**src/rtl/smart_home_sensor_frontend.sv**
```systemverilog
// Sensor front end for the smart-home controller: debounced door/window/fire
// contacts plus a polled 3-wire serial temperature reader with parity check.
module smart_home_sensor_frontend #(
  parameter int                DEB_CYCLES = 4,
  parameter int                TEMP_W     = 7,
  parameter int                SCLK_HALF  = 2,
  parameter int                TEMP_POLL  = 64,
  parameter logic [TEMP_W-1:0] ST_RST     = '0
) (
  input  logic              Clk,
  input  logic              Rst,
  input  logic              raw_fd,
  input  logic              raw_rd,
  input  logic              raw_w,
  input  logic              raw_fa,
  input  logic              ts_sdo,
  output logic              ts_cs_n,
  output logic              ts_sclk,
  output logic              SFD,
  output logic              SRD,
  output logic              SW,
  output logic              SFA,
  output logic [TEMP_W-1:0] ST,
  output logic              st_valid,
  output logic              st_err
);

  localparam int NCH = 4;
  localparam int DCW = $clog2(DEB_CYCLES + 1);
  localparam int FW  = TEMP_W + 2;
  localparam int BW  = $clog2(FW);
  localparam int PW  = $clog2(TEMP_POLL);
  localparam int HW  = $clog2(SCLK_HALF + 1);

  typedef enum logic [1:0] {IDLE, SELECT, SHIFT, CHECK} state_t;

  logic [NCH-1:0] raw;
  logic [NCH-1:0] sync1;
  logic [NCH-1:0] sync2;
  logic [NCH-1:0] deb;

  assign raw = {raw_fa, raw_w, raw_rd, raw_fd};

  // NOTE: non-blocking so the second stage takes the first stage's pre-edge
  // value; blocking assignments would collapse the synchroniser to one flop.
  always_ff @(posedge Clk or negedge Rst) begin
    if (!Rst) begin
      sync1 <= '0;
      sync2 <= '0;
    end else begin
      sync1 <= raw;
      sync2 <= sync1;
    end
  end

  for (genvar i = 0; i < NCH; i++) begin : g_deb
    logic [DCW-1:0] cnt;
    logic           q;

    // Any return to the current output level restarts the stability count.
    always_ff @(posedge Clk or negedge Rst) begin
      if (!Rst) begin
        cnt <= '0;
        q   <= 1'b0;
      end else if (sync2[i] == q) begin
        cnt <= '0;
      end else if (cnt == DCW'(DEB_CYCLES - 1)) begin
        cnt <= '0;
        q   <= sync2[i];
      end else begin
        cnt <= cnt + 1'b1;
      end
    end

    assign deb[i] = q;
  end

  assign SFD = deb[0];
  assign SRD = deb[1];
  assign SW  = deb[2];
  assign SFA = deb[3];

  state_t         state;
  logic [PW-1:0]  poll_cnt;
  logic [HW-1:0]  half_cnt;
  logic [BW-1:0]  bit_cnt;
  logic [FW-1:0]  shreg;
  logic           frame_good;

  // Frame layout in shreg once all bits are in: start, data MSB..LSB, parity.
  assign frame_good = ~shreg[FW-1] & ~(^shreg[FW-2:0]);

  always_ff @(posedge Clk or negedge Rst) begin
    if (!Rst) begin
      state    <= IDLE;
      poll_cnt <= '0;
      half_cnt <= '0;
      bit_cnt  <= '0;
      shreg    <= '0;
      ts_cs_n  <= 1'b1;
      ts_sclk  <= 1'b0;
      ST       <= ST_RST;
      st_valid <= 1'b0;
      st_err   <= 1'b0;
    end else begin
      st_valid <= 1'b0;
      unique case (state)
        IDLE: begin
          if (poll_cnt == PW'(TEMP_POLL - 1)) begin
            poll_cnt <= '0;
            half_cnt <= '0;
            ts_cs_n  <= 1'b0;
            state    <= SELECT;
          end else begin
            poll_cnt <= poll_cnt + 1'b1;
          end
        end
        SELECT: begin
          if (half_cnt == HW'(SCLK_HALF - 1)) begin
            half_cnt <= '0;
            bit_cnt  <= '0;
            state    <= SHIFT;
          end else begin
            half_cnt <= half_cnt + 1'b1;
          end
        end
        SHIFT: begin
          if (half_cnt != HW'(SCLK_HALF - 1)) begin
            half_cnt <= half_cnt + 1'b1;
          end else begin
            half_cnt <= '0;
            if (!ts_sclk) begin
              // A high start bit means no sensor answered: abandon the frame
              // without ever raising sclk.
              if (bit_cnt == '0 && ts_sdo) begin
                ts_cs_n <= 1'b1;
                st_err  <= 1'b1;
                state   <= CHECK;
              end else begin
                ts_sclk <= 1'b1;
                shreg   <= {shreg[FW-2:0], ts_sdo};
              end
            end else begin
              ts_sclk <= 1'b0;
              if (bit_cnt == BW'(FW - 1)) begin
                // ST and its strobe land together, so CHECK shows the new word.
                ts_cs_n <= 1'b1;
                state   <= CHECK;
                if (frame_good) begin
                  ST       <= shreg[FW-2:1];
                  st_valid <= 1'b1;
                  st_err   <= 1'b0;
                end else begin
                  st_err   <= 1'b1;
                end
              end else begin
                bit_cnt <= bit_cnt + 1'b1;
              end
            end
          end
        end
        CHECK: begin
          poll_cnt <= '0;
          state    <= IDLE;
        end
        default: state <= IDLE;
      endcase
    end
  end

endmodule

```
**config.mk**
```make
export PLATFORM = sky130hd
export DESIGN_NAME = smart_home_sensor_frontend
export DESIGN_NICKNAME = d
export VERILOG_FILES = /design/src/rtl/smart_home_sensor_frontend.sv
export SDC_FILE = /design/constraint.sdc
export NUM_CORES = 1
export LEC_CHECK = 0
export ABC_AREA = 0
export ABC_CLOCK_PERIOD_IN_PS = 3000
export BUFFER_PORTS_ARGS = -buffer_cell sky130_fd_sc_hd__buf_2
export CELL_PAD_IN_SITES_DETAIL_PLACEMENT = 1
export CELL_PAD_IN_SITES_GLOBAL_PLACEMENT = 2
export CORE_ASPECT_RATIO = 2
export CORE_MARGIN = 8
export CORE_UTILIZATION = 25
export DETAILED_ROUTE_END_ITERATION = 8
export MAX_ROUTING_LAYER = met4
export PLACE_DENSITY_LB_ADDON = 0.3
export SLEW_MARGIN = 30
export SYNTH_ARGS = -nofsm -noshare
export SYNTH_HDL_FRONTEND = slang
export SYNTH_SLANG_ARGS = --single-unit
```
**constraint.sdc**
```tcl
create_clock -name Clk -period 3 [get_ports Clk]
set_clock_uncertainty 0.1 [all_clocks]
set_input_delay 0.3 -clock Clk [delete_from_list [all_inputs] [get_ports Clk]]
set_output_delay 0.3 -clock Clk [all_outputs]
set_load 0.05 [all_outputs]
```
==> impl_results.md, run 1 <==
- Number of setup violations in the final report: 0
- EDFF count, synth: 0
- Post-synthesis area per instance: 12.7 um2
- Max_slew headroom: 62.5%
- Final-stage net count: 256
- Die ar.: 13900 um2
- Minimum clock period: 2.25 ns
- GRT overflow: 0
- Count leader, synth: dfrtp_1
- Vias per Instance: 4.35
- R2r startpoint: state[0]$_DFFE_PN0P_
- P_leak: 1.45 nW
- Setup CP Type: reg2reg
- Area of the core: 10000 um2
- P&R area growth vs syn: 22.7%
- Synth top area cells: dfrtp_1 (56%), mux2_2 (7.1%), ha_1 (6.4%)
- Cts bufs inserted: 9
- Worst Hold Launch: ts_sdo
- R2R depth: 5
- Yosys warns: 0
- Flip-flop and latch area: 1450 um2
- Hold path cells: 2
- Cell taking the most area after synthesis: dfrtp_1
- Period utilization: 74.9%
- Vias in the first global route: 1806
- Final Hold Vio Count: 0
- Slew Viols, Final: 0
- Sequential share of the synthesized area: 57.1%
- Pre-antenna DRT Iters: 3
- RR Endpoint: ST[6]$_DFFE_PN0P_
- Status: completed
- Top FF cell, synth: dfrtp_1
- CP endpoint kind: flop
- Io pins: 22
- Number of remaining DRC errors: 0
- Post-route ant nets: 0
- Async SR Flop Fraction: 100%
- Synth cell count leaders: dfrtp_1 (57), mux2_2 (16), ha_1 (13)
- Initial antenna violation count: 0
- CP Cell Sequence: inv_1 -> ha_1 -> nand2_1 -> or4_4 -> mux2_4
- Critical-path top delay cell: or4_4
- Peak per-stage delay on the critical path: 0.62 ns
- Setup slack, reg-to-reg: 0.75 ns
- WL final: 5280 um
- Worst-margin pin slew: 0.557 ns
- DPL Wire Length: 3970 um
- First-pass GRT wire length: 9100 um
- Hold EP: shreg[0]$_DFFE_PN0P_
- Gpl congestion: 0.739
- Die X: 87.3 um
- GRT Util Overall: 9.03%
- Setup bufs post-CTS: 0
- Max Fclk: 445 MHz
- H-tree Lvls: 3
- Startpoint Class: flop
- Root Driver: clkbuf_16
- CTS resizes: 0
- Layout cell share with drive strength beyond 1: 26.1%
- Detailed Route Iter0 Violations: 42
- Library cells used by synthesis: 31
- Multi-input gate area: 1040 um2
- Via Count: 1622
- Post-synth top area share: 56.0%
- Cells after synthesis: 201
- FILL cells: 1144
- Initial core utilization: 25.4%
- CTS max path bufs: 2
- Port-buffer cells: 21
- Crit path DAT: 2.34 ns
- Max IR drop VDD: 289 uV
- Reg clk slew, reported paths: 0.05 ns
- Die Y: 159 um
- MaxCap Viol Count: 0
- Critical Path Fanout Max: 11
- Largest net degree at the start of global routing: 23
- Core Rows: 52
- Pwr Density: 728 nW/um2
- Hold buffers post-CTS: 5
- CTS tree: built
- CP Data Required Time: 3.10 ns
- Crit path setup slack, layout: 0.753 ns
- Unrepaired setup endpoints after global routing: false
- Post-Syn Area: 2540 um2
- #FFs+latches synth: 58
- Wire length per cell: 14.2 um
- Pre-CTS WS: 0.731 ns
- Worst-Skew Late Latency: 0.32 ns
- Syn_nets: 221
- Post-route setup TNS: 0 ns
- Antenna cell count: 0
- Hold Path Class: in2reg
- Critical Path Source: state[0]$_DFFE_PN0P_
- Clock sinks: 58
-- through the flow --
stage	area, um2	instances	power [mW]	util [%]	hold slack [ns]
floorplan	2540	201	1.27	-	-0.0956
global placement	2810	355	1.38	28.1	0.205
detailed placement	2810	355	1.39	28.1	0.202
CTS	3120	373	2.32	31.2	0.169
global route	3120	373	2.39	31.2	0.176
finish	3120	373	2.27	31.2	0.172
-- critical path: cells and delay by family, from the launching register on --
| family | cells | cell delay [ns] |
|---|---|---|
| mux | 1 | 0.33 |
| buf+inv | 1 | 0.13 |
| simple gates | 2 | 0.78 |
| fa+ha+maj | 1 | 0.38 |
| flops | 1 | 0.41 |
-- worst max path at each step --
stage	endpoint
floorplan	ST[0]$_DFFE_PN0P_
global placement	ST[2]$_DFFE_PN0P_
detailed placement	ST[0]$_DFFE_PN0P_
CTS	ST[0]$_DFFE_PN0P_
global route	ST[0]$_DFFE_PN0P_
finish	ST[6]$_DFFE_PN0P_
-- kinds of logic (layout without fill, tap and decap cells) --
kind of cell             Yosys count  after routing  share of synthesized area, %
flip-flops                        58             58                          57.1
multiplexers                      24             24                          11.6
buffers and inverters             11             48                          1.92
AO/OA/AOI/OAI                     25             25                          6.15
AND/OR/NAND/NOR                   57             57                          12.4
adder cells (fa/ha/maj)           13             13                          6.39
XOR/XNOR                          13             13                          4.47
-- cell type report --
class	count	share of cell area, %
Clock buffer	13	8.34
Inverter	7	0.842
Multi-Input combinational cell	132	33.4
Sequential cell	58	46.5
Tap cell	135	5.41
Timing Repair Buffer	28	5.45
-- routing by layer --
layer	part of all wire (%)	track usage, %
met5	0	-
met4	2.7	5.54
met3	3.9	2.74
met2	55	15.7
met1	38	8.43
-- placed cells by master, fill, tap and decap left out, types with 2 or more instances in the layout --
cell type,n
nor3b_1,9
ha_1,13
xor2_1,2
a21oi_1,6
dlygate4sd3_1,5
buf_4,2
clkbuf_8,2
nand2_1,12
nor3_1,8
nor2b_1,5
nand3_1,4
nor2_1,10
inv_1,7
clkbuf_16,9
and2b_2,2
xnor2_1,11
mux2_4,7
o21ai_0,10
buf_2,21
dfrtp_1,57
nand2b_1,2
mux2_2,16
a21o_1,2
a22o_1,4
clkbuf_1,2
-- state kept, by name (all words and copies together) (netlist names) --
| signal | flops |
|---|---|
| SRD | 1 |
| SW | 1 |
| SFD | 1 |
| half_cnt | 2 |
| sync2 | 4 |
| shreg | 9 |
| sync1 | 4 |
| st_err | 1 |
| SFA | 1 |
| g_deb.cnt | 12 |
| ts_cs_n | 1 |
| ts_sclk | 1 |
| st_valid | 1 |
| ST | 7 |
| poll_cnt | 6 |
| bit_cnt | 4 |
| state | 2 |
-- where the power goes --
group          internal, mW  switching [mW]
logic                 0.161           0.270
registers             0.882          0.0606
clock network         0.588           0.312
total                  1.63           0.642
Note: power is estimated with default switching activity, not from simulation.
==> run 2, diff against run 1 <==
- ABC_CLOCK_PERIOD_IN_PS: 3000 -> 2200
- clock period: 3 -> 2.2 ns (I/O delays scaled with it)
==> run 2 against run 1 <==
Routed wire length fell by 1.8%. Clock power rose by 63%. Total power is 47% higher. Sequential share of layout area is 1.5 points lower. Non-clock buffer count up 5. Die area stayed put. Setup slack worse by 0.63 ns. Highest routed layer unchanged. Cell count up 2.1%. Critical endpoint is now ST[1]$_DFFE_PN0P_. Clock-buffer cell count grew 1.
==> impl_results.md, run 2 (same netlist as run 1, synthesis figures left out) <==
- GRT overflow: 0
- Peak per-stage delay on the critical path: 0.63 ns
- GRT Util Overall: 9.04%
- Minimum clock period: 2.08 ns
- Final-stage net count: 261
- P_int: 2.44 mW
- Post-route ant nets: 0
- Status: completed
- Hold path cells: 2
- Die Y: 159 um
- Setup bufs post-CTS: 0
- DPL Wire Length: 3730 um
- H-tree Lvls: 3
- Most common cell after layout, fill and taps aside: dfrtp_1
- WP buf/inv: 0
- Top delay family on crit path: simple AND/OR/NAND/NOR gates
- Number of setup violations in the final report: 0
- Die X: 87.3 um
- Max reg flops: 12
- Regs by FF count: g_deb.cnt x12, shreg x9, ST x7
- P&R area growth vs syn: 26.7%
- Layout cell share with drive strength beyond 1: 27.6%
- Most frequent cells in the layout: dfrtp_1 (57), buf_2 (21), mux2_2 (16), ha_1 (13), nand2_1 (12)
- Die ar.: 13900 um2
- Via Count: 1606
- Unrepaired setup endpoints after global routing: false
- Post-Route Hold Slack: 0.0774 ns
- Max IR drop VDD: 401 uV
- WL final: 5190 um
- R2R depth: 5
- Worst-Skew Late Latency: 0.32 ns
- Hold buffers post-CTS: 5
- Final Hold Vio Count: 0
- CTS tree: built
- CP Cell Sequence: xnor2_1 -> xnor2_1 -> xnor2_1 -> or4_4 -> mux2_4
- CP Data Required Time: 2.30 ns
- Most flops, register: g_deb.cnt
- Pre-antenna DRT Iters: 4
- Initial antenna violation count: 0
- Worst-margin pin slew: 0.363 ns
- CTS resizes: 0
- Clock share of power: 44.1%
- Number of remaining DRC errors: 0
- Largest net degree at the start of global routing: 59
- Wire length per cell: 13.6 um
- CP endpoint kind: flop
- CTS max path bufs: 2
- Antenna cell count: 0
- Period utilization: 94.6%
- Root Driver: clkbuf_16
- Initial core utilization: 25.4%
- Area of the core: 10000 um2
- Seq pwr share: 38.5%
- Gpl congestion: 0.745
- Clock sinks: 58
- First-pass GRT wire length: 9070 um
- Post-route setup TNS: 0 ns
- Slew Viols, Final: 0
- Detailed Route Iter0 Violations: 38
- Port-buffer cells: 21
- Vias per Instance: 4.22
- Max Fclk: 481 MHz
- Reg clk slew, reported paths: 0.05 ns
- Critical-path top delay cell: or4_4
- Startpoint Class: flop
- Core Rows: 52
- P_leak: 1.50 nW
- Pwr Density: 1030 nW/um2
- Hold Path Class: in2reg
- Setup CP Type: reg2reg
- Post-Layout Cell Count: 381
- Vias in the first global route: 1777
- Cell Count Post-Placement: 360
- Net switching power: 0.894 mW
- CP Depth: 5
- Pwr Total: 3.34 mW
- Crit path DAT: 2.18 ns
- Comb power frac: 17.5%
- MaxCap Viol Count: 0
- Most used cell, CP: xnor2_1
- Sw Ratio: 26.8%
- Cts bufs inserted: 9
- Max_slew headroom: 75.5%
- Io pins: 22
- Critical Path Fanout Max: 9
[run 2: final cells by class]
| class | instances | area, um2 |
|---|---|---|
| Multi-Input combinational cell | 132 | 1040 |
| Clock inverter | 2 | 60.1 |
| Clock buffer | 14 | 254 |
| Timing Repair Buffer | 33 | 220 |
| Tap cell | 135 | 169 |
| Sequential cell | 58 | 1450 |
| Inverter | 7 | 26.3 |
| Fill cell | 1136 | 6790 |
[run 2: worst paths after layout]
path / to / slack [ns] / from
worst max-delay path: ST[1]$_DFFE_PN0P_ / 0.12 / shreg[5]$_DFFE_PN0P_
max in group asynchronous: ts_cs_n$_DFFE_PN1P_ / 1.34 / Rst
min in group asynchronous: sync2[1]$_DFF_PN0_ / 0.34 / Rst
worst min-delay path: shreg[0]$_DFFE_PN0P_ / 0.08 / ts_sdo
worst max register to register: ST[1]$_DFFE_PN0P_ / 0.12 / shreg[5]$_DFFE_PN0P_
worst min register to register: sync2[2]$_DFF_PN0_ / 0.25 / sync1[2]$_DFF_PN0_
[run 2: per-layer routing]
| metal | vias up | share of wire (%) | wire, um | global-route usage, % |
|---|---|---|---|---|
| met1 | 800 | 39 | 2000 | 8.96 |
| met4 | 0 | 2.6 | 136 | 5.87 |
| li1 | 772 | - | - | - |
| met5 | - | 0 | 0 | - |
| met2 | 24 | 54 | 2810 | 14.9 |
| met3 | 10 | 4.7 | 242 | 2.79 |
[run 2: worst register-to-register path, stage by stage (launching register included)]
cell	delay (ns)
dfrtp_1	0.42
xnor2_1	0.22
xnor2_1	0.16
xnor2_1	0.09
or4_4	0.63
mux2_4	0.34
[run 2: power groups by stage]
stage	logic, mW	registers [mW]	clock network, mW
after floorplan	0.239	1.49	0
after global placement	0.582	1.30	0
after detailed placement	0.591	1.30	0
after CTS	0.600	1.29	1.52
after global routing	0.643	1.30	1.56
final	0.583	1.28	1.47
[run 2: per-stage QoR]
stage,worst slack (ns),util (%),area (um2)
floorplan,0.215,-,2540
finish,0.119,32.2,3230
detailed placement,0.118,28.6,2860
CTS,0.0944,32.2,3230
global route,0.0203,32.2,3230
global placement,0.131,28.6,2860
==> run 3, diff against run 2 <==
- HOLD_SLACK_MARGIN: unset -> 0.15
==> run 3 against run 2 <==
Non-clock buffer count grew 1. Critical endpoint unchanged. Critical path depth is the same. First-iteration DRC count increased by 2.6%. Maximum frequency is essentially flat. Critical path type unchanged. Sequential share of layout area is 0.14 points lower.
==> impl_results.md, run 3 (same netlist as run 1, synthesis figures left out) <==
- Hold Path Class: reg2reg
- Final Util: 32.3%
- GRT overflow: 0
- H-tree Lvls: 3
- Peak per-stage delay on the critical path: 0.63 ns
- First-pass GRT wire length: 9110 um
- Most used cell, CP: xnor2_1
- Regs by FF count: g_deb.cnt x12, shreg x9, ST x7
- R2R depth: 5
- Area of the core: 10000 um2
- Max Fclk: 481 MHz
- Pwr Density: 1030 nW/um2
- Slew Viols, Final: 0
- Minimum clock period: 2.08 ns
- Initial core utilization: 25.4%
- Pre-antenna DRT Iters: 4
- R2r startpoint: shreg[5]$_DFFE_PN0P_
- Post-route setup TNS: 0 ns
- Root Driver: clkbuf_16
- Most common cell after layout, fill and taps aside: dfrtp_1
- Largest net degree at the start of global routing: 59
- MaxCap Viol Count: 0
- CTS tree: built
- Worst-Skew Late Latency: 0.32 ns
- Gpl congestion: 0.745
- Startpoint Class: flop
- Detailed Route Iter0 Violations: 39
- Setup bufs post-CTS: 0
- Critical Path Fanout Max: 9
- Setup slack, reg-to-reg: 0.12 ns
- Max IR drop VDD: 401 uV
- Cell Count Post-Placement: 360
- Post-Layout Cell Count: 382
- Crit path DAT: 2.18 ns
- Vias in the first global route: 1783
- Cts bufs inserted: 9
- Die ar.: 13900 um2
- Wire length per cell: 13.6 um
- Most flops, register: g_deb.cnt
- Max_slew headroom: 75.5%
- Antenna cell count: 0
- Post-Route Hold Slack: 0.247 ns
- Initial antenna violation count: 0
- P_leak: 1.51 nW
- Vias per Instance: 4.21
- Clock sinks: 58
- Hold EP: sync2[2]$_DFF_PN0_
- Worst-margin pin slew: 0.363 ns
- FILL cells: 1135
- Reg clk slew, reported paths: 0.05 ns
- Post-route ant nets: 0
- Critical-path top delay cell: or4_4
- Die Y: 159 um
- Final-stage net count: 262
- GRT Util Overall: 9.08%
- WL final: 5200 um
- Final Hold Vio Count: 0
- Hold path cells: 0
- Pre-CTS WS: 0.118 ns
- Port-buffer cells: 21
- DPL Wire Length: 3730 um
- Core Rows: 52
- Number of remaining DRC errors: 0
- Period utilization: 94.6%
- Via Count: 1610
- Crit path setup slack, layout: 0.119 ns
- Layout cell share with drive strength beyond 1: 27.5%
- CP Cell Sequence: xnor2_1 -> xnor2_1 -> xnor2_1 -> or4_4 -> mux2_4
- Max reg flops: 12
- Status: completed
- CTS max path bufs: 2
- P&R area growth vs syn: 27.1%
- Most frequent cells in the layout: dfrtp_1 (57), buf_2 (21), mux2_2 (16), ha_1 (13), nand2_1 (12)
- Setup CP Type: reg2reg
- CP endpoint kind: flop
- CP Data Required Time: 2.30 ns
- Worst Hold Launch: sync1[2]$_DFF_PN0_
- Multi-input gate area: 1040 um2
- Io pins: 22
- Die X: 87.3 um
- RR Endpoint: ST[1]$_DFFE_PN0P_
- Unrepaired setup endpoints after global routing: false
- Flip-flop and latch area: 1450 um2
- Number of setup violations in the final report: 0
-- run 3: final cells by class --
cell class              count  share of cell area (%)
flip-flops and latches     58                    44.9
repair buffers             34                    7.12
inverters                   7                   0.812
multi-input cells         132                    32.3
well taps                 135                    5.22
clock buffers              14                    7.85
clock inverters             2                    1.86
-- run 3: through the flow --
step,total power [mW],area [um2]
after global placement,1.88,2860
after CTS,3.41,3240
after floorplan,1.73,2540
after global routing,3.50,3240
after detailed placement,1.89,2860
final,3.34,3240
-- run 3: worst max-delay path by stage --
stage | from | endpoint | slack, ns
CTS | shreg[3]$_DFFE_PN0P_ | ST[1]$_DFFE_PN0P_ | 0.09
finish | shreg[5]$_DFFE_PN0P_ | ST[1]$_DFFE_PN0P_ | 0.12
global route | shreg[7]$_DFFE_PN0P_ | ST[5]$_DFFE_PN0P_ | 0.02
global placement | shreg[3]$_DFFE_PN0P_ | ST[1]$_DFFE_PN0P_ | 0.13
floorplan | shreg[7]$_DFFE_PN0P_ | ST[0]$_DFFE_PN0P_ | 0.21
detailed placement | shreg[3]$_DFFE_PN0P_ | ST[1]$_DFFE_PN0P_ | 0.12
-- run 3: power breakdown --
part           switching, mW  internal [mW]  leakage [nW]  total (mW)
clock network          0.449           1.02         0.151        1.47
registers             0.0818           1.20         0.729        1.28
logic                  0.364          0.221         0.626       0.585
total                  0.895           2.44          1.51        3.34
-- run 3: what timing repair did --
action / 4_1_cts / 5_1_grt
resized for setup: 0 / 0
hold buffers: 6 / 0
hold endpoints to repair: 63 / 0
-- run 3: routing by layer --
| metal | part of all wire [%] | vias to the layer above | track usage (%) |
|---|---|---|---|
| met5 | 0 | - | - |
| met4 | 2.6 | 0 | 5.87 |
| met3 | 4.7 | 10 | 2.79 |
| met2 | 54 | 24 | 15.0 |
| met1 | 38 | 802 | 8.99 |
| li1 | - | 774 | - |
-- run 3: critical path, delay by kind of cell, from the launching register on --
family	cells	cell delay [ns]
xor gates and xnor gates	3	0.47
DFF	1	0.42
muxes	1	0.34
and+or+nand+nor	1	0.63
